## src/rtl/restoring_div.sv

```systemverilog
// Sequential restoring divider: one quotient bit per clock, MSB first, with a
// fixed DW+2 cycle round trip from accepted start to the end of the done pulse.
module restoring_div #(
    parameter int DW = 8,
    parameter int VW = 4
) (
    input  logic          clk,
    input  logic          rst,
    input  logic          start,
    input  logic [DW-1:0] dividend,
    input  logic [VW-1:0] divisor,
    output logic          busy,
    output logic          done,
    output logic [DW-1:0] quotient,
    output logic [VW-1:0] remainder,
    output logic          dbz
);

    localparam int CW = (DW > 1) ? $clog2(DW) : 1;

    typedef enum logic [1:0] {IDLE, RUN, FIN} state_t;

    state_t        state;
    logic [DW-1:0] dr;
    logic [VW-1:0] dvs;
    logic [VW:0]   pr;
    logic [DW-1:0] q;
    logic [CW-1:0] cnt;

    logic [VW+1:0] stp;
    logic [DW-1:0] nq;

    // One restoring step: returns {quotient bit, next partial remainder}.
    function automatic logic [VW+1:0] div_step(input logic [VW:0] p,
                                               input logic        msb,
                                               input logic [VW-1:0] d);
        logic [VW+1:0]        shifted;
        logic signed [VW+2:0] trial;
        shifted = {p, msb};
        trial   = $signed({1'b0, shifted}) - $signed({3'b000, d});
        if (trial >= 0)
            div_step = {1'b1, trial[VW:0]};
        else
            div_step = {1'b0, shifted[VW:0]};
    endfunction

    assign stp = div_step(pr, dr[DW-1], dvs);
    assign nq  = (q << 1) | {{(DW-1){1'b0}}, stp[VW+1]};

    always_ff @(posedge clk or negedge rst) begin
        if (!rst) begin
            state     <= IDLE;
            busy      <= 1'b0;
            done      <= 1'b0;
            quotient  <= '0;
            remainder <= '0;
            dbz       <= 1'b0;
            dr        <= '0;
            dvs       <= '0;
            pr        <= '0;
            q         <= '0;
            cnt       <= '0;
        end else begin
            case (state)
                IDLE: begin
                    if (start) begin
                        dr    <= dividend;
                        dvs   <= divisor;
                        pr    <= '0;
                        q     <= '0;
                        cnt   <= CW'(DW - 1);
                        busy  <= 1'b1;
                        state <= RUN;
                    end
                end
                RUN: begin
                    pr  <= stp[VW:0];
                    dr  <= dr << 1;
                    q   <= nq;
                    cnt <= cnt - 1'b1;
                    if (cnt == '0) begin
                        state <= FIN;
                        busy  <= 1'b0;
                        done  <= 1'b1;
                        // A zero divisor still runs the full sequence; the result is forced here.
                        if (dvs == '0) begin
                            quotient  <= '1;
                            remainder <= '1;
                            dbz       <= 1'b1;
                        end else begin
                            quotient  <= nq;
                            remainder <= stp[VW-1:0];
                            dbz       <= 1'b0;
                        end
                    end
                end
                FIN: begin
                    done  <= 1'b0;
                    state <= IDLE;
                end
                default: begin
                    busy  <= 1'b0;
                    done  <= 1'b0;
                    state <= IDLE;
                end
            endcase
        end
    end

endmodule
```

## config.mk

```make
export PLATFORM = sky130hd
export DESIGN_NAME = restoring_div
export DESIGN_NICKNAME = d
export VERILOG_FILES = /design/src/rtl/restoring_div.sv
export SDC_FILE = /design/constraint.sdc
export NUM_CORES = 1
export LEC_CHECK = 0
export CELL_PAD_IN_SITES_DETAIL_PLACEMENT = 0
export CELL_PAD_IN_SITES_GLOBAL_PLACEMENT = 1
export CORE_ASPECT_RATIO = 1.75
export CORE_MARGIN = 2
export CORE_UTILIZATION = 42
export CTS_CLUSTER_DIAMETER = 30
export DETAILED_ROUTE_END_ITERATION = 8
export GPL_TIMING_DRIVEN = 0
export PLACE_DENSITY = 0.89
export SLEW_MARGIN = 0
export SYNTH_ARGS = -nofsm -noshare
export SYNTH_HDL_FRONTEND = slang
export SYNTH_SLANG_ARGS = --single-unit
```

## constraint.sdc

```tcl
create_clock -name clk -period 2.5 [get_ports clk]
set_clock_uncertainty 0.2 [all_clocks]
set_input_delay 0.625 -clock clk [delete_from_list [all_inputs] [get_ports clk]]
set_output_delay 0.625 -clock clk [all_outputs]
set_load 0.005 [all_outputs]
```

== After elaboration in Yosys (flattened, before gate mapping) ==
Index checks and enable logic that the tools add are counted.

* Bits in registers: 44
* Output and inout bits: 15
* Word-level logic and storage cells: 51

* $add $sub $neg: 2
* Magnitude comparators: 1
* Equality and inequality tests: 4
* Muxes and demuxes: 20
* Bitwise operators: 3
* Reduce and logical (&&, ||, !) cells: 10

{| class="wikitable"
|+ Operators with widths
! kind !! number
|-
| 2-to-1 mux 8 bit || 2
|-
| case mux 8 bit (2 select lines) || 1
|-
| case mux 7 bit (2 select lines) || 1
|-
| case mux 5 bit (2 select lines) || 1
|-
| AND reduction 2 bit || 5
|-
| bitwise OR 8 x 1 -> 8 bit || 1
|-
| greater-or-equal comparator 7 x 1 -> 1 bit, second input constant || 1
|-
| 2-to-1 mux 7 bit || 1
|-
| subtractor 6 x 4 -> 7 bit || 1
|-
| 2-to-1 mux 6 bit || 1
|-
| case mux 3 bit (2 select lines) || 1
|-
| 2-to-1 mux 5 bit || 1
|-
| logical NOT 4 bit || 1
|-
| 2-to-1 mux 1 bit || 4
|-
| 2-to-1 mux 2 bit || 2
|-
| 2-to-1 mux 4 bit || 1
|-
| inequality test 2 bit, second input constant || 2
|-
| case mux 2 bit (2 select lines) || 1
|-
| logical NOT 3 bit || 1
|-
| 2-to-1 mux 3 bit || 1
|-
| case mux 1 bit (3 select lines) || 1
|-
| AND reduction 3 bit || 1
|-
| subtractor 3 x 1 -> 3 bit, second input constant || 1
|-
| equality test 2 x 1 -> 1 bit, second input constant || 1
|-
| 5 further kinds || 6
|}

== Longest topological paths before layout ==
Gate-level depths: netlist (run 1).

* Word-level depth: 5
* Gate-level depth with buffers: 7

== Worst setup path before layout (run 1) ==
OpenSTA, ideal clock, no wires.

* Path type: flip-flop to flip-flop
* From: reg dr[7]
* To: reg pr[4]
* Arrival: 1.806 ns
* Required time: 2.178 ns
* Setup slack: 0.372 ns
* Cell stages (with the launch flop): 8
* Path buffers: 0
* Clock period less this slack: 2.128 ns
* Path through: dfrtp_1 > inv_1 > ha_1 > fa_1 > nand2b_1 > a21o_1 > a31o_2 > a32o_1

* Longest elaborated chain between the ends: 4

{| class="wikitable"
|+ RTL lines
! element !! line !! text
|-
| from (decl) || 24 || <nowiki>logic [DW-1:0] dr;</nowiki>
|-
| from (signal assigned) || 67 || <nowiki>dr <= dividend;</nowiki>
|-
| from (signal assigned) || 78 || <nowiki>dr <= dr << 1;</nowiki>
|-
| subtractor 6 x 4 -> 7 bit (*) || 40 || <nowiki>trial = $signed({1'b0, shifted}) - $signed({3'b000, d});</nowiki>
|-
| greater-or-equal comparator 7 x 1 -> 1 bit || 41 || <nowiki>if (trial >= 0)</nowiki>
|-
| 2-to-1 mux 6 bit (*) || 41 ||
|-
| case mux 5 bit (2 select lines) (*) || 64 || <nowiki>case (state)</nowiki>
|-
| to (signal assigned) || 77 || <nowiki>pr <= stp[VW:0];</nowiki>
|-
| to (decl) || 26 || <nowiki>logic [VW:0] pr;</nowiki>
|}

Every way passes the cells marked *; elsewhere a longest branch is shown, timed or not.
A chain may end at the register's enable or synchronous reset.

== Final worst setup path (run 1) ==
Same ends and word-level chain as after synthesis.

==> results_dict.tcl, run 1 <==
set metrics [dict create \
    critical_path.max_stage_delay_ns 0.42 \
    grt_use_total 0.1835 \
    ys_seq_elements 44 \
    drv_cap 0 \
    htree_levels 2 \
    antenna_cells 0 \
    synthToLayoutAreaGrowth_pct 24.39 \
    timing.final.crit_share 0.9377 \
    syn_inst 180 \
    io_pins 30 \
    post_cts_buffers 0 \
    syn-num-nets 202 \
    place_inst 262 \
    cts_sinks 44 \
    max_slew_margin 0.5842 \
    antenna_found_initial 0 \
    drtIter0Drc 29 \
    power_density_mw_per_mm2 1418 \
    wire_per_inst_um 15.99 \
    clk_pin_slew_ns 0.08 \
    grt_pass1_wl_um 7452 \
    dpl_cell_area_mm2 0.002361 \
    fmax_mhz 426.6 \
    ant_nets 0 \
    numCtsBuffers 5 \
    clk_path_buf_depth 2 \
    cp-end-kind "register" \
    seqCellArea_mm2 0.001101 \
    worst-path-buf-inv 1 \
    crit_arrival_ns 2.34 \
    path_cells "inv_1, ha_1, fa_1, nand2b_1, a21o_1, a31o_2, a32o_1" \
    cts_root_buf "clkbuf_8" \
    die_h_um 95.08 \
    start_util 0.4305 \
    fin_setup_tns_ns 0 \
    clock_latency_ns 0.30 \
    slowest_stage "dfrtp_1" \
    portBuffers 29 \
    cp-start-kind "register" \
    dieArea_mm2 0.005328 \
    final_cell_mix "dfrtp_1, clkdlybuf4s50_1, nand2_1" \
    nFillCells 445 \
    drive_above_1_share 0.1055 \
    synth_edf_count 0 \
    final_hold_viol_count 0 \
    drcViolationCount 0 \
    stdcell_count 270 \
    worstPathMaxFanout 7 \
    tightest_slew_ns 0.6209 \
    hpwl_um 3064 \
    cts_tree "yes" \
    avgSynthCellArea_um2 11.06 \
    syn_area_mm2 0.001991 \
    async_flop_share 1.000 \
    critical_path_class "reg -> reg" \
    finalPower_mw 3.511 \
    post-place-ws_ns -0.06869 \
    status "completed" \
    first_global_vias 1530 \
    layout_commonest_cell "dfrtp_1" \
    num-nets-final 239 \
    rsz0062_at_grt "no" \
    cpLargestDelayFamily "compound AO/OA/AOI/OAI gates" \
    core_mm2 0.004624 \
    cp.required_ns 2.49 \
    grt_max_degree 29 \
    cellLeakagePower_nw 1.090 \
    ys_warn_count 0 \
    via_per_inst 5.589 \
    fin_ws_ns 0.1559 \
    grt_overflow 0 \
    ys_seq_area_frac 0.5531 \
    finalSetupViolCount 0 \
    routed_wl_um 4316 \
    rows 33 \
    first_pass_iters 4 \
    final_cell_area_mm2 0.002476 \
    dr_total_vias 1509 \
    multiInputGateArea_um2 813.3 \
    synth_cell_types 43 \
    die_w_um 56.04 \
    min_period_ns 2.344 \
    synth-main-ff-cell "dfrtp_1" \
    maxSlewViolCount 0 \
    hold_path.class "in -> async" \
    gp_congestion 0.8384 \
    ir_drop_mv 0.7205 \
]
-- cell families (layout without fill, tap and decap cells) --
group,count (synthesis),count (layout),share of synthesized area
DFF,44,44,0.5531
muxes,8,8,0.04086
xor gates and xnor gates,2,2,0.008801
AOI/OAI and AO/OA,52,52,0.1879
buffers and inverters,19,57,0.04211
and+or+nand+nor,48,48,0.1194
adders and majority gates,7,7,0.04777
-- worst paths after layout --
kind,end,startpoint,cells past startpoint,slack [ns]
setup reg to reg,pr[4]$_DFFE_PN0P_,dr[7]$_DFFE_PN0P_,7,0.16
min in group clk,done$_DFFE_PN0P_,done$_DFFE_PN0P_,1,0.28
hold / removal,cnt[2]$_DFFE_PN0P_,rst,1,0.04
setup / recovery,pr[4]$_DFFE_PN0P_,dr[7]$_DFFE_PN0P_,7,0.16
max in group asynchronous,quotient[6]$_DFFE_PN0P_,rst,2,1.57
hold reg to reg,done$_DFFE_PN0P_,done$_DFFE_PN0P_,1,0.28
-- registers in the layout, summed over array words and instances (netlist names) --
signal and count:
dr 8, quotient 8, state 2, busy 1, dbz 1, pr 5, dvs 4, done 1
q 7, remainder 4, cnt 3
-- layer usage --
metal	wire (um)	vias to the layer above	track usage
met4	81	0	0.08730
met5	0	-	0
met2	2234	43	0.3235
li1	-	723	-
met3	184	8	0.02985
met1	1816	735	0.2165
-- where the power goes --
part | switching [mW] | internal (mW) | total [mW]
Clock | 0.241 | 0.297 | 0.537
Sequential | 0.240 | 1.05 | 1.29
Combinational | 0.869 | 0.817 | 1.69
Total | 1.35 | 2.16 | 3.51
-- area by class of cell --
type / count / area share
tap: 52 / 0.02628
timing repair buffer: 30 / 0.1233
inverter: 10 / 0.01516
clock buffer: 6 / 0.02931
clock inverter: 2 / 0.01415
multi-input combinational: 117 / 0.3284
sequential: 44 / 0.4447
buffer: 9 / 0.01870
-- synthesized netlist by cell type (2+ instances only) --
cell,n,share of area
a21o_1,2,0.0075
a21oi_1,4,0.010
a22o_1,7,0.031
a311oi_1,2,0.0088
a31oi_1,2,0.0063
buf_2,4,0.010
clkbuf_1,3,0.0057
dfrtp_1,44,0.55
ha_1,6,0.038
inv_1,10,0.019
mux2i_1,7,0.035
nand2_1,20,0.038
nand4_1,2,0.0063
nor2_1,11,0.021
nor2b_1,2,0.0063
nor4_1,2,0.0063
o21ai_0,14,0.035
o21bai_1,2,0.0075
o22a_1,7,0.031
o311ai_0,2,0.0088
o31ai_1,3,0.011
or2_2,2,0.0063
xnor2_1,2,0.0088
-- what timing repair did --
action / CTS / global route
hold endpoints to repair: 0 / 0
hold buffers: 0 / 0
setup endpoints to repair: 0 / 2
resized for setup: 0 / 1
-- per-stage QoR --
| step | hold WS [ns] | utilization |
|---|---|---|
| 2_1_floorplan | 0.1294 | - |
| 3_3_place_gp | 0.2625 | 0.5073 |
| 3_5_place_dp | 0.2707 | 0.5106 |
| 4_1_cts | 0.05251 | 0.5338 |
| 5_1_grt | 0.06177 | 0.5354 |
| 6_report | 0.04318 | 0.5354 |
Note: power is estimated with default switching activity, not from simulation.
==> run 2: changes to the inputs <==
--- a/config.mk
+++ b/config.mk
@@ -14,6 +14,7 @@
 export DETAILED_ROUTE_END_ITERATION = 8
 export GPL_TIMING_DRIVEN = 0
 export PLACE_DENSITY = 0.89
+export RECOVER_POWER = 100
 export SLEW_MARGIN = 0
 export SYNTH_ARGS = -nofsm -noshare
 export SYNTH_HDL_FRONTEND = slang
==> results_dict.tcl, run 2 (synthesis results as in run 1) <==
set metrics [dict create \
    final_cell_mix "dfrtp_1, nand2_1, dlygate4sd3_1" \
    ctsHoldBuffers 0 \
    numCtsBuffers 5 \
    multiInputGateArea_um2 813.3 \
    hold_path.class "in -> async" \
    via_per_inst 5.526 \
    drcViolationCount 0 \
    grt_overflow 0 \
    min_period_ns 2.332 \
    crit_arrival_ns 2.32 \
    seqCellArea_mm2 0.001101 \
    power_density_mw_per_mm2 1404 \
    die_w_um 56.04 \
    dieArea_mm2 0.005328 \
    fin_setup_tns_ns 0 \
    gp_congestion 0.8384 \
    core_mm2 0.004624 \
    cts_tree "yes" \
    post_cts_buffers 0 \
    portBuffers 29 \
    fin_ws_ns 0.1680 \
    tightest_slew_ns 0.8934 \
    status "completed" \
    final_hold_viol_count 0 \
    fmax_mhz 428.8 \
    cts_root_buf "clkbuf_8" \
    cp-start-kind "register" \
    max_slew_margin 0.4044 \
    htree_levels 2 \
    top_regs "dr: 8 flops, quotient: 8 flops, q: 7 flops" \
    rrSetupSlack_ns 0.17 \
    cts_sinks 44 \
    dpl_cell_area_mm2 0.002361 \
    io_pins 30 \
    p_int_mw 2.113 \
    wire_per_inst_um 15.85 \
    drtIter0Drc 26 \
    start_util 0.4305 \
    cellLeakagePower_nw 1.065 \
    drive_above_1_share 0.09174 \
    hpwl_um 3064 \
    grt_max_degree 29 \
    finalSetupViolCount 0 \
    drv_cap 0 \
    clock_latency_ns 0.30 \
    p_sw_frac 0.3874 \
    grt_pass1_wl_um 7452 \
    cp-end-kind "register" \
    maxSlewViolCount 0 \
    final_cell_area_mm2 0.002457 \
    cp.required_ns 2.49 \
    first_pass_iters 4 \
    post-place-ws_ns -0.06869 \
    die_h_um 95.08 \
    first_global_vias 1530 \
    synthToLayoutAreaGrowth_pct 23.44 \
    nFillCells 450 \
    clk_path_buf_depth 2 \
    timing.final.crit_share 0.9328 \
    ant_nets 0 \
    routed_wl_um 4280 \
    p_clk_frac 0.155 \
    rows 33 \
    antenna_found_initial 0 \
    rsz0062_at_grt "no" \
    antenna_cells 0 \
    critical_path_class "reg -> reg" \
    ir_drop_mv 0.6957 \
    dr_total_vias 1492 \
    num-nets-final 239 \
    clk_pin_slew_ns 0.08 \
    worstPathMaxFanout 7 \
    power_frac_seq 0.372 \
    grt_use_total 0.1835 \
    ctsResizeCount 0 \
    combinationalPowerShare 0.473 \
    layout_commonest_cell "dfrtp_1" \
    p_sw_mw 1.336 \
]
## run 2: cell count changes in the layout (fill, tap and decap cells not counted), sizes merged
cell | before | now
dlygate4sd3 | 0 | 15
clkdlybuf4s50 | 28 | 13
clkbuf | 9 | 14
buf | 8 | 3
## run 2: layout make-up
class / instances / area share
multi-input cells: 117 / 0.3310
flip-flops and latches: 44 / 0.4481
inverters: 10 / 0.01527
clock buffers: 6 / 0.02953
repair buffers: 30 / 0.1176
well taps: 52 / 0.02648
plain buffers: 9 / 0.01782
clock inverters: 2 / 0.01426
## run 2: layer usage
layer  part of all wire  routed length (um)  up-vias  track usage
met5                  0                   0        -            0
met4              0.021                  88        0      0.08730
met3              0.033                 143        8      0.02985
met2               0.53                2258       31       0.3235
met1               0.42                1789      732       0.2165
li1                   -                   -      721            -
## run 2: power by group through the flow
stage / clock, mW / combinational (mW) / sequential, mW
after detailed placement: 0 / 1.66 / 1.30
final: 0.535 / 1.63 / 1.28
after global placement: 0 / 1.64 / 1.29
after floorplan: 0 / 1.11 / 1.25
after CTS: 0.548 / 1.67 / 1.29
after global routing: 0.581 / 1.85 / 1.33
## run 2: path summary, 6_finish.rpt
path / startpoint / to / cells after the start
min in group clk: done$_DFFE_PN0P_ / done$_DFFE_PN0P_ / 1
worst max-delay path: dr[7]$_DFFE_PN0P_ / pr[4]$_DFFE_PN0P_ / 7
worst max register to register: dr[7]$_DFFE_PN0P_ / pr[4]$_DFFE_PN0P_ / 7
worst min-delay path: rst / cnt[2]$_DFFE_PN0P_ / 1
worst min register to register: done$_DFFE_PN0P_ / done$_DFFE_PN0P_ / 1
max in group asynchronous: rst / quotient[6]$_DFFE_PN0P_ / 2
## run 2: through the flow
step | power (mW) | util | hold slack (ns) | std cells
floorplan | 2.355 | - | 0.1294 | 180
global placement | 2.929 | 0.5073 | 0.2625 | 261
detailed placement | 2.954 | 0.5106 | 0.2707 | 262
CTS | 3.503 | 0.5338 | 0.05251 | 270
global route | 3.763 | 0.5314 | 0.2982 | 270
finish | 3.449 | 0.5314 | 0.2179 | 270
## run 2: worst max-delay path, stage by stage (launching register included)
cell and delay [ns]:
dfrtp_1 0.42, inv_1 0.06, ha_1 0.22, fa_1 0.39, nand2b_1 0.21, a21o_1 0.26
a31o_2 0.27, a32o_1 0.20
==> patch: new RTL, config.mk and constraints of run 1 <==
Reset style: synchronous (`rst`), changed in one clocked block.
--- a/src/rtl/restoring_div.sv
+++ b/src/rtl/restoring_div.sv
@@ -49,3 +49,3 @@
 
-    always_ff @(posedge clk or negedge rst) begin
+    always_ff @(posedge clk) begin
         if (!rst) begin
Check against the original RTL: differs if rst is asserted again (counterexample within 4 cycles, from zero or initial values and one cycle with rst low); with rst held inactive, the same outputs for 10 cycles.
==> patch against run 1 <==
- wire length barely moved
- worst setup slack improved by 0.021 ns
- cell area fell by 4.2%
- sequential cell count did not move
- area after synthesis fell by 4.4%
- cell count rose by 11%
- largest cell class is now multi-input combinational cells
Power is not compared: it rests on default switching activity, and its combinational part moved more than twofold at a synthesized area within 25%.
==> patch: results (changes against run 1) <==
* Num CTS Buffers at 5 (unchanged)
* Leak at 0.9052 nW
* Avg Synthesized Cell Area at 8.977 um^2 (was 11.06 um^2)
* Global-route wire length before repair at 7300 um (was 7452 um)
* Root buf cell: clkbuf_8 (unchanged)
* Gr usage total at 19.44% (was 18.35%)
* I/O Buffers at 29 (unchanged)
* Starting DRT DRC Count at 23 (was 29)
* Setup bufs post-CTS at 0 (unchanged)
* Yosys top cell area share at 46.29% (was 55.31%)
* RePlAce Congestion at 0.7811 (was 0.8384)
* Distinct cell type count after synthesis at 47 (was 43)
* Async SR Flop Fraction at 0% (was 100.0%)
* Top flop regs: dr (8), quotient (8), q (7) (unchanged)
* Layout cells sized above 1 at 8.835% (was 10.55%)
* Post-synthesis xor/xnor area fraction at 1.381% (was 0.8799%)
* Top cells by area, synth: dfxtp_1, nor2_1, nand2_1, ha_1, a311oi_1 (was dfrtp_1, ha_1, nand2_1, mux2i_1, o21ai_0)
* Placed wire-length estimate at 3283 um (was 3064 um)
* Slowest-stage cell, CP: nor3b_1 (was dfrtp_1)
* Most instantiated cells after synthesis: dfxtp_1, nor2_1, nand2_1 (was dfrtp_1, nand2_1, o21ai_0)
* Seq/Total Area, Yosys at 46.29% (was 55.31%)
* Slew headroom at 50.51% (was 58.42%)
* Clock Tree Buf Depth at 2 (unchanged)
* Ys flop type: dfxtp_1 (was dfrtp_1)
* Via count at 1623 (was 1509)
* DP Cell Count at 292 (was 262)
* Clock transition at the registers of the reported paths at 0.08 ns (about the same)
* Setup Slack @ Placement at -0.1079 ns (was -0.06869 ns)
* Clock latency on the worst-skew pair at 0.29 ns
* Worst Path Arrival at 2.29 ns (was 2.34 ns)
* Cts repair resizes at 0 (unchanged)
* Mux share of post-synthesis cell area at 1.052% (was 4.085%)
* Routed len/inst at 14.38 um (was 15.99 um)
* Vias/cell at 5.410 (was 5.589)
* Initial antenna violation count at 0 (unchanged)
* Adder-cell share of the synthesized area at 4.997% (was 4.777%)
* Synth Warn # at 0 (unchanged)
* Compound-Gate Fraction of Synth Area at 22.68% (was 18.79%)
* First-pass detailed-route iteration total at 4 (unchanged)
* Worst vdd ir at 0.5102 mV
* Final net count at 270 (was 239)
* Status: finished, final reports clean (unchanged)
* Max incr delay on CP at 0.61 ns (was 0.42 ns)
* H-tree Lvls at 2 (unchanged)
* Synth Net Count at 234 (was 202)
* Hold Crit Class: flip-flop to flip-flop (was input pin to asynchronous set/reset pin)
* Largest net degree at the start of global routing at 14 (was 29)
* CP max FO at 10 (was 7)
* Antenna diode count at 0 (unchanged)
==> patch: final timing paths <==
path	startpoint	slack, ns	endpoint	cells past startpoint
setup / recovery	start	0.18	dvs[3]	6
hold / removal	cnt[0]	0.27	cnt[0]	1
setup reg to reg	dr[7]	0.24	pr[0]	7
hold reg to reg	cnt[0]	0.27	cnt[0]	1
==> patch: cells by family (layout without fill, tap and decap cells) <==
family,count (synthesis),in the layout
and+or+nand+nor,77,77
AOI/OAI and AO/OA,58,58
DFF,44,44
buffers and inverters,21,58
adders and majority gates,7,7
xor gates and xnor gates,3,3
muxes,2,2
==> patch: per-layer routing <==
layer / wire (um) / global-route usage, % / vias up
met5: 0 / 0 / -
met4: 148 / 10.83 / 0
met3: 105 / 3.355 / 10
met2: 2345 / 33.83 / 30
met1: 1713 / 20.70 / 761
li1: - / - / 822
==> patch: worst max-delay path, delay by kind of cell <==
family	cells	cell delay [ns]
buffers and inverters	2	0.84
AND/OR/NAND/NOR	3	0.72
AO/OA/AOI/OAI	1	0.12
==> patch: power breakdown <==
| group | switching, W | internal (W) | total [W] |
|---|---|---|---|
| Sequential | 0.0000382 | 0.000757 | 0.000796 |
| Clock | 0.000235 | 0.000297 | 0.000531 |
| Combinational | 0.000202 | 0.000172 | 0.000373 |
| Total | 0.000474 | 0.00123 | 0.00170 |
==> patch: stage by stage <==
stage	cell area, um^2	power [W]
3_5_place_dp	2257	0.001182
5_1_grt	2372	0.001796
6_report	2372	0.001700
2_1_floorplan	1903	0.001046
3_3_place_gp	2257	0.001175
4_1_cts	2365	0.001717
==> patch: final cells by class <==
cell class | count | area [um^2]
Buffer | 12 | 63.81
Clock buffer | 6 | 72.57
Clock inverter | 2 | 35.03
Fill cell | 431 | 1992
Inverter | 9 | 33.78
Multi-Input combinational cell | 147 | 932.1
Sequential cell | 44 | 880.8
Tap cell | 51 | 63.81
Timing Repair Buffer | 29 | 290.3
